## src/rtl/change_capture_pkg.sv

```systemverilog
// Shared types and helpers for the change capture FIFO.
// Holds the capture entry layout and the pointer full test.
package change_capture_pkg;

   localparam int CC_WIDTH    = 4;
   localparam int CC_TS_WIDTH = 16;

   typedef struct packed {
      logic [CC_WIDTH-1:0]    data;
      logic [CC_TS_WIDTH-1:0] ts;
   } capture_entry_t;

   // Pointers carry one wrap bit above aw address bits.
   // Full means only the wrap bit differs.
   function automatic logic ptr_full(
      input logic [31:0] wr,
      input logic [31:0] rd,
      input int          aw
   );
      logic [31:0] diff;
      diff = wr ^ rd;
      return diff == (32'd1 << aw);
   endfunction

endpackage

```

## src/rtl/cc_sync_fifo.sv

```systemverilog
// Generic single-clock FIFO with clear, registered count, reset storage.
// Ports: clk, rst_n, clear, push, pop, wr_data, rd_data, count, full, empty.
module cc_sync_fifo
   import change_capture_pkg::*;
#(
   parameter int DATA_W = 20,
   parameter int DEPTH  = 8
) (
   input  logic                     clk,
   input  logic                     rst_n,
   input  logic                     clear,
   input  logic                     push,
   input  logic                     pop,
   input  logic [DATA_W-1:0]        wr_data,
   output logic [DATA_W-1:0]        rd_data,
   output logic [$clog2(DEPTH):0]   count,
   output logic                     full,
   output logic                     empty
);

   localparam int AW = $clog2(DEPTH);

   logic [AW:0]       wr_ptr;
   logic [AW:0]       rd_ptr;
   logic [DATA_W-1:0] mem [DEPTH];
   logic              push_ok;
   logic              pop_ok;

   assign empty   = (wr_ptr == rd_ptr);
   assign full    = ptr_full(32'(wr_ptr), 32'(rd_ptr), AW);
   assign pop_ok  = pop && !empty;
   // A pop in the same cycle frees the slot a full push needs.
   assign push_ok = push && (!full || pop_ok);
   assign rd_data = mem[rd_ptr[AW-1:0]];

   always_ff @(posedge clk or negedge rst_n) begin
      if (!rst_n) begin
         for (int i = 0; i < DEPTH; i++) begin
            mem[i] <= '0;
         end
      end else if (push_ok && !clear) begin
         mem[wr_ptr[AW-1:0]] <= wr_data;
      end
   end

   always_ff @(posedge clk or negedge rst_n) begin
      if (!rst_n) begin
         wr_ptr <= '0;
         rd_ptr <= '0;
         count  <= '0;
      end else if (clear) begin
         wr_ptr <= '0;
         rd_ptr <= '0;
         count  <= '0;
      end else begin
         if (push_ok) begin
            wr_ptr <= wr_ptr + (AW+1)'(1);
         end
         if (pop_ok) begin
            rd_ptr <= rd_ptr + (AW+1)'(1);
         end
         if (push_ok && !pop_ok) begin
            count <= count + (AW+1)'(1);
         end else if (pop_ok && !push_ok) begin
            count <= count - (AW+1)'(1);
         end
      end
   end

endmodule

```

## src/rtl/change_capture_fifo.sv

```systemverilog
// Samples in_data each cycle and queues {value, timestamp} on every change.
// Ports: clk, rst_n, in_data, capture_en, clear, rd_valid/rd_ready/rd_data/rd_ts, count, overflow.
module change_capture_fifo
   import change_capture_pkg::*;
#(
   parameter int WIDTH    = 4,
   parameter int DEPTH    = 8,
   parameter int TS_WIDTH = 16
) (
   input  logic                   clk,
   input  logic                   rst_n,
   input  logic [WIDTH-1:0]       in_data,
   input  logic                   capture_en,
   input  logic                   clear,
   output logic                   rd_valid,
   input  logic                   rd_ready,
   output logic [WIDTH-1:0]       rd_data,
   output logic [TS_WIDTH-1:0]    rd_ts,
   output logic [$clog2(DEPTH):0] count,
   output logic                   overflow
);

   localparam int EW = WIDTH + TS_WIDTH;

   logic [TS_WIDTH-1:0] ts_q;
   logic [WIDTH-1:0]    prev_q;
   logic                primed_q;
   logic                capture;
   logic                push;
   logic                pop;
   logic                full;
   logic                empty;
   logic [EW-1:0]       wr_entry;
   logic [EW-1:0]       rd_entry;

   // First enabled cycle captures a baseline, later only changes.
   assign capture  = capture_en && (!primed_q || (in_data != prev_q));
   assign push     = capture && !clear;
   assign pop      = rd_valid && rd_ready && !clear;
   assign wr_entry = {in_data, ts_q};
   assign rd_valid = !empty;
   assign rd_data  = rd_entry[TS_WIDTH +: WIDTH];
   assign rd_ts    = rd_entry[TS_WIDTH-1:0];

   always_ff @(posedge clk or negedge rst_n) begin
      if (!rst_n) begin
         ts_q     <= '0;
         prev_q   <= '0;
         primed_q <= 1'b0;
      end else begin
         ts_q     <= ts_q + TS_WIDTH'(1);
         prev_q   <= in_data;
         primed_q <= capture_en;
      end
   end

   // Sticky until clear; a full push rescued by a pop is not a drop.
   always_ff @(posedge clk or negedge rst_n) begin
      if (!rst_n) begin
         overflow <= 1'b0;
      end else if (clear) begin
         overflow <= 1'b0;
      end else if (push && full && !pop) begin
         overflow <= 1'b1;
      end
   end

   cc_sync_fifo #(
      .DATA_W (EW),
      .DEPTH  (DEPTH)
   ) u_fifo (
      .clk     (clk),
      .rst_n   (rst_n),
      .clear   (clear),
      .push    (push),
      .pop     (pop),
      .wr_data (wr_entry),
      .rd_data (rd_entry),
      .count   (count),
      .full    (full),
      .empty   (empty)
   );

endmodule

```

## config.mk

```make
export PLATFORM = sky130hd
export DESIGN_NAME = change_capture_fifo
export DESIGN_NICKNAME = d
export VERILOG_FILES = /design/src/rtl/change_capture_pkg.sv /design/src/rtl/cc_sync_fifo.sv /design/src/rtl/change_capture_fifo.sv
export SDC_FILE = /design/constraint.sdc
export NUM_CORES = 1
export LEC_CHECK = 0
export ABC_AREA = 1
export ABC_CLOCK_PERIOD_IN_PS = 2350
export CORE_MARGIN = 2
export CORE_UTILIZATION = 35
export CTS_CLUSTER_DIAMETER = 100
export DETAILED_ROUTE_END_ITERATION = 10
export PLACE_DENSITY_LB_ADDON = 0.25
export SETUP_SLACK_MARGIN = 0.2
export SYNTH_ARGS = -nofsm -noshare
export SYNTH_HDL_FRONTEND = slang
export SYNTH_SLANG_ARGS = --single-unit
export TNS_END_PERCENT = 100
```

## constraint.sdc

```tcl
create_clock -name clk -period 2.35 [get_ports clk]
set_input_delay 0.235 -clock clk [delete_from_list [all_inputs] [get_ports clk]]
set_output_delay 0.235 -clock clk [all_outputs]
set_load 0.02 [all_outputs]
```

# Yosys cells after proc, flatten, opt, wreduce, memory -nomap -nowiden
# Index checks and enable logic that the tools add are counted.
[word_totals] regBits=194 input_bits=9
[op_classes] n_eq_ne=3 add_sub_neg=5 n_lt_le_gt_ge=3 reduce_logical=25 bitwise_logic=3 n_mux=15
[ops] op="$bwmux 160" n=1
[ops] op="$bmux 20 s3" n=1
[ops] op="$demux 20 s3" n=1
[ops] op="$mux 20" n=3
[ops] op="$eq 32x4->1 const B" n=1
[ops] op="$mux 4" n=7
[ops] op="$add 16x1->16 const B" n=1
[ops] op="$add 4x1->4 const B" n=3
[ops] op="$logic_and 1x1->1" n=12
[ops] op="$ge 4x4->1 const B" n=2
[ops] op="$not 3->4" n=2
[ops] op="$logic_not 1->1" n=7
[ops] op="$reduce_bool 2->1" n=3
[ops] op="$eq 4x4->1" n=1
[ops] op="$lt 4x1->1 const B" n=1
[ops] op="$ne 4x4->1" n=1
[ops] op="$sub 4x1->4 const B" n=1
[ops] op="$xor 4x4->4" n=1
[ops] op="$reduce_bool 3->1" n=1
[ops] op="$logic_or 1x1->1" n=2
[ops] op="$mux 1" n=2

# Depth between registers and ports, before layout
[depth] depth_word=12 ltp_mapped=17

# By module
# Synthesis repeated with hierarchy kept, for this count alone.
[hier_totals] hier_cells=1204 area_unflattened_um2=9520.4
[by_module_without_submodules] mod="cc_sync_fifo" n_inst=1 area_per_inst_um2=8438.1 seq_area_each_um2=4304.1 cells_each=1084
[by_module_without_submodules] mod="change_capture_fifo" n_inst=1 area_per_inst_um2=1082.3 seq_area_each_um2=550.5 cells_each=120

# Worst setup path after synthesis
# Ideal clock, no wire load.
[synth_timing] path_kind="register to register" start="reg u_fifo.rd_ptr[0]" end="reg u_fifo.count[3]" arrival_ns=2.067 setup_time_ns=0.117 n_path_buf=1 path_stages_with_launch=16 synth_period_minus_slack_ns=2.184 path_slack_ns=0.166 cell_sequence="dfrtp_1 -> buf_4 -> nand2_1 -> nand2_2 -> nor2_4 -> nand2_2 -> nand3_4 -> nand3_2 -> ha_1 -> a21oi_1 -> a21o_1 -> nand2_1 -> nand4_1 -> nand2_1 -> nand2_1 -> nand2_1"
[synth_via] elab_chain_len=10
[synth_lines] element="start: declaration" line_no="cc_sync_fifo.sv:24" text="logic [AW:0] rd_ptr;"
[synth_lines] element="start signal: assignment" line_no="cc_sync_fifo.sv:60" text="rd_ptr <= rd_ptr + (AW+1)'(1);"
[synth_lines] element="$eq 4x4->1 (*)" line_no="cc_sync_fifo.sv:29" text="assign empty = (wr_ptr == rd_ptr);"
[synth_lines] element="$logic_not 1->1 (*)" line_no="change_capture_fifo.sv:41" text="assign rd_valid = !empty;"
[synth_lines] element="named net rd_valid" line_no="change_capture_fifo.sv:15" text="output logic rd_valid,"
[synth_lines] element="$logic_and 1x1->1 (2 in a row)" line_no="change_capture_fifo.sv:39" text="assign pop = rd_valid && rd_ready && !clear;"
[synth_lines] element="$logic_and 1x1->1 (*)" line_no="cc_sync_fifo.sv:31" text="assign pop_ok = pop && !empty;"
[synth_lines] element="$logic_or 1x1->1" line_no="cc_sync_fifo.sv:33" text="assign push_ok = push && (!full || pop_ok);"
[synth_lines] element="$logic_and 1x1->1" line_no="cc_sync_fifo.sv:33"
[synth_lines] element="$logic_and 1x1->1 / $logic_not 1->1 (equally long branches)" line_no="cc_sync_fifo.sv:62, cc_sync_fifo.sv:64"
[synth_lines] element="$mux 4 / $logic_and 1x1->1 (equally long branches)" line_no="cc_sync_fifo.sv:62, cc_sync_fifo.sv:64"
[synth_lines] element="$mux 4 / $reduce_bool 3->1 (equally long branches)"
[synth_lines] element="end signal: assignment" line_no="cc_sync_fifo.sv:63" text="count <= count + (AW+1)'(1);"
[synth_lines] element="end signal: assignment" line_no="cc_sync_fifo.sv:65" text="count <= count - (AW+1)'(1);"
[synth_lines] element="end: declaration" line_no="cc_sync_fifo.sv:16" text="output logic [$clog2(DEPTH):0] count,"
# Mark *: on every way through the listed nets, which the timed path passes. The rest lies on a longest branch.
# A chain may end at the register's enable or synchronous reset.

# Worst setup path after layout
[layout_timing] start="reg u_fifo.wr_ptr[2]" end="reg u_fifo.mem[119] in the netlist's numbering"
[layout_via] elab_chain_len=8
[layout_lines] element="start: declaration" line_no="cc_sync_fifo.sv:23" text="logic [AW:0] wr_ptr;"
[layout_lines] element="start signal: assignment" line_no="cc_sync_fifo.sv:57" text="wr_ptr <= wr_ptr + (AW+1)'(1);"
[layout_lines] element="branches (longest 8 deep; another with $ge 4x4->1)"
[layout_lines] element="end signal: indexed assignment" line_no="cc_sync_fifo.sv:42" text="mem[wr_ptr[AW-1:0]] <= wr_data;"
[layout_lines] element="end: declaration" line_no="cc_sync_fifo.sv:25" text="logic [DATA_W-1:0] mem [DEPTH];"
# Several ways; the timed one is not identified.

==> impl_metrics.py <==
metrics = {
    "setup_path": {
        "crit_path_cell_trace": "inv_2, nand2_1, nor2_2, nand2_4, nand2_1, o21ai_1",
        "worstSetupEndpointType": "flop",
        "worst_path_most_repeated_cell": "sky130_fd_sc_hd__nand2_1",
        "timing.critical_path.slowest_cell_delay_ns": 1.01,
        "buffers_and_inverters_on_the_worst_path": 1,
        "family_of_cells_with_the_greatest_summed_delay_on_the_critical_path": "simple AND/OR/NAND/NOR gates",
        "crit_arrival_ns": 2.74,
        "critical_path_required_ns": 2.67,
        "critPathMaxFanout": 10,
        "critical_path.slowest_cell": "sky130_fd_sc_hd__nor2_2",
        "setup.worst_path.start_class": "flop",
        "path_class": "reg -> reg",
    },
    "sta": {
        "finalHoldViolCount": 0,
        "hold_ws_ns": 0.2567,
        "ratio_of_final_minimum_period_to_clock_period_pct": 103.1,
        "relSlewSlack_pct": 11.65,
        "fin_ws_ns": -0.07222,
        "final-max-slew-violation-count": 0,
        "worst_clock_skew_ns": 0.009474,
        "fin_tns_setup_ns": -0.4946,
        "setup_viol_count_final": 10,
        "final_period_minus_worst_setup_slack_ns": 2.422,
        "worstMarginPinSlew_ns": 1.324,
        "fmax_mhz": 412.8,
        "unrepaired_setup_endpoints_after_global_routing": "true",
    },
    "floorplanning": {
        "rows": 58,
        "floorplan.io_pins": 35,
        "core_region_area_um2": 25180,
        "die_y_um": 164.4,
        "die_x_um": 164.4,
        "floorplan.initialDensity_pct": 35.74,
        "floorplan.die_area_um2": 27020,
    },
    "power": {
        "total_leakage_power_uw": 0.005470,
        "power.density_cell_area_nw_per_um2": 808.2,
        "ir_worst_vdd_uv": 496.7,
        "finalPower_uw": 10140,
    },
    "route": {
        "drcViolationCount": 0,
        "detail_route.iter0.violations": 1143,
        "routed_length_per_instance_um": 22.79,
        "drt_first_pass_iters": 5,
        "drtAntennaViolNets": 0,
        "drt-total-wl_um": 34370,
        "viasPerCell": 5.645,
        "dr_total_vias": 8513,
    },
    "synthesis": {
        "synth_largest_area_cell": "sky130_fd_sc_hd__dfrtp_1",
        "synth_largest_type_area_fraction_pct": 53.93,
        "synth_async_sr_flop_share_pct": 100.0,
        "post_synth_inst_count": 1027,
        "number_of_warning_messages_in_the_yosys_log": 0,
        "syn-num-nets": 1042,
        "synth_sequential_area_ratio_pct": 53.93,
        "synthFlopType": "sky130_fd_sc_hd__dfrtp_1",
        "synth_enable_flop_cells": 0,
        "postSynthRegisterBits": 194,
        "syn-mean-instance-area_um2": 8.764,
        "synthTopCellsByArea": "sky130_fd_sc_hd__dfrtp_1 54%, sky130_fd_sc_hd__nand2_1 8.9%, sky130_fd_sc_hd__o21ai_1 7.5%, sky130_fd_sc_hd__nor2_1 6.5%, sky130_fd_sc_hd__o21ai_0 6.1%",
        "synth_cell_types": 36,
        "syn_area_um2": 9001,
    },
    "global_route": {
        "globalRouteMet2Util_pct": 32.98,
        "first_pass_grt_wire_length_um": 42810,
        "grt.busiest_layer": "met2",
        "grt_pass1_vias": 7340,
        "gr_ovfl_total": 0,
        "grt_use_met1_pct": 30.32,
        "grt_antenna_before_repair": 0,
        "grt_usage_pct": 20.92,
        "maximum_number_of_pins_on_one_net_before_global_route_repair": 59,
        "gr-usage-met3_pct": 2.727,
    },
    "cts": {
        "worst_skew_pair.late_latency_ns": 0.44,
        "clk_buf_depth": 2,
        "cts_sinks": 194,
        "cts_inserted_buffers": 17,
        "root_buffer": "sky130_fd_sc_hd__clkbuf_16",
        "cts.clk_slew.worst_paths_ns": 0.08,
        "h-tree-depth": 4,
        "cts_tree": "done",
    },
    "place": {
        "detailedPlacementHpwl_um": 13560,
        "global_placement_routability_congestion": 0.7803,
        "dp_slack_ns": -0.08350,
        "dpl-instance-area_um2": 9884,
        "portBuffers": 34,
    },
    "final_layout": {
        "area_delta_synth_final_pct": 39.45,
        "fill_cells": 2218,
        "post_route_cells_drive_above_1_share_pct": 29.54,
        "post-route-cell-area_um2": 12550,
        "n_antenna_cell": 0,
        "most-common-layout-cells": "191 x sky130_fd_sc_hd__dfrtp_1, 185 x sky130_fd_sc_hd__nand2_1, 134 x sky130_fd_sc_hd__nor2_1",
        "most_common_cell_after_layout_fill_and_taps_aside": "sky130_fd_sc_hd__dfrtp_1",
        "num-nets-final": 1180,
    },
    "run_status": {
        "status": "complete, but fails checks",
        "failed_checks": "setup timing",
    },
    "worst_hold_path": {
        "timing.hold.worst.class": "in -> reg",
    },
    "flow_run": {
        "max-cap-violations": 0,
    },
}
[worst register-to-register path, stage by stage, from the launching register on]
cell and delay (ns):
sky130_fd_sc_hd__dfrtp_1 0.45, sky130_fd_sc_hd__inv_2 0.11, sky130_fd_sc_hd__nand2_1 0.10, sky130_fd_sc_hd__nor2_2 1.01, sky130_fd_sc_hd__nand2_4 0.40, sky130_fd_sc_hd__nand2_1 0.16, sky130_fd_sc_hd__o21ai_1 0.08
[layout make-up]
class	instances	area, µm²	share of cell area (%)
well taps	330	412.9	3.289
clock inverters	15	173.9	1.386
flip-flops and latches	194	4858	38.71
inverters	41	168.9	1.346
clock buffers	17	425.4	3.389
repair buffers	150	1876	14.94
multi-input cells	761	4637	36.94
[cells in the mapped netlist (2+ instances only)]
cell                       count
sky130_fd_sc_hd__a21oi_1       4
sky130_fd_sc_hd__a31oi_1      20
sky130_fd_sc_hd__buf_1         3
sky130_fd_sc_hd__buf_2         4
sky130_fd_sc_hd__buf_6        29
sky130_fd_sc_hd__clkbuf_1     26
sky130_fd_sc_hd__clkinv_1      4
sky130_fd_sc_hd__dfrtp_1     194
sky130_fd_sc_hd__ha_1          5
sky130_fd_sc_hd__inv_1        29
sky130_fd_sc_hd__inv_2         7
sky130_fd_sc_hd__nand2_1     214
sky130_fd_sc_hd__nand2_2       5
sky130_fd_sc_hd__nand2_8       6
sky130_fd_sc_hd__nand3_1      14
sky130_fd_sc_hd__nand4_1       4
sky130_fd_sc_hd__nor2_1      156
sky130_fd_sc_hd__nor2_2        2
sky130_fd_sc_hd__nor3_1        4
sky130_fd_sc_hd__o21ai_0     109
sky130_fd_sc_hd__o21ai_1     135
sky130_fd_sc_hd__o21ai_2       5
sky130_fd_sc_hd__o22ai_1      20
sky130_fd_sc_hd__xor2_1       16
[through the flow]
step | std cells | utilization, %
4_1_cts | 1456 | 45.11
5_1_grt | 1508 | 49.85
2_1_floorplan | 1027 | -
3_3_place_gp | 1382 | 39.25
3_5_place_dp | 1382 | 39.25
6_report | 1508 | 49.85
[worst paths after layout]
check | start | end | slack (ns) | cells after the start
min reg2reg | ts_q[14]$_DFF_PN0_ | ts_q[14]$_DFF_PN0_ | 0.47 | 1
max | u_fifo.wr_ptr[2]$_DFFE_PN0P_ | u_fifo.mem[119]$_DFFE_PN0P_ | -0.07 | 6
min in group asynchronous | rst_n | u_fifo.mem[29]$_DFFE_PN0P_ | 0.33 | 2
min | in_data[1] | prev_q[1]$_DFF_PN0_ | 0.26 | 1
max in group asynchronous | rst_n | u_fifo.rd_ptr[1]$_DFFE_PN0P_ | 1.19 | 3
max reg2reg | u_fifo.wr_ptr[2]$_DFFE_PN0P_ | u_fifo.mem[119]$_DFFE_PN0P_ | -0.07 | 6
[flip-flops by register name (all words and copies together), names as in the netlist]
| register | cells |
|---|---|
| prev_q | 4 |
| u_fifo.count | 4 |
| u_fifo.rd_ptr | 4 |
| overflow | 1 |
| ts_q | 16 |
| primed_q | 1 |
| u_fifo.wr_ptr | 4 |
| u_fifo.mem | 160 |
[where the power goes]
part	internal, µW	switching (µW)
logic	1460	1790
registers	3640	220
clock network	1610	1430
total	6710	3440
[cell families after synthesis]
kind of cell,after synthesis,share of synthesized area (%)
AND/OR/NAND/NOR,409,19.09
adder cells (fa/ha/maj),6,0.9174
flip-flops,194,53.93
AO/OA/AOI/OAI,296,17.31
buffers and inverters,105,7.103
XOR/XNOR,17,1.654
[per-layer routing]
metal | part of all wire, % | vias to the layer above
met1 | 41 | 4197
met5 | 0 | -
li1 | - | 3749
met4 | 5.5 | 0
met2 | 45 | 437
met3 | 8.7 | 130
[timing repair]
action / CTS / global route
gates resized for setup: 206 / 147
endpoints found under the hold margin: 54 / 0
hold buffers: 1 / 0
cloned: 16 / 33
pin swaps: 47 / 47
buffers inserted: 25 / 19
setup endpoints to repair: 144 / 186
(Power assumes the default switching activity.)
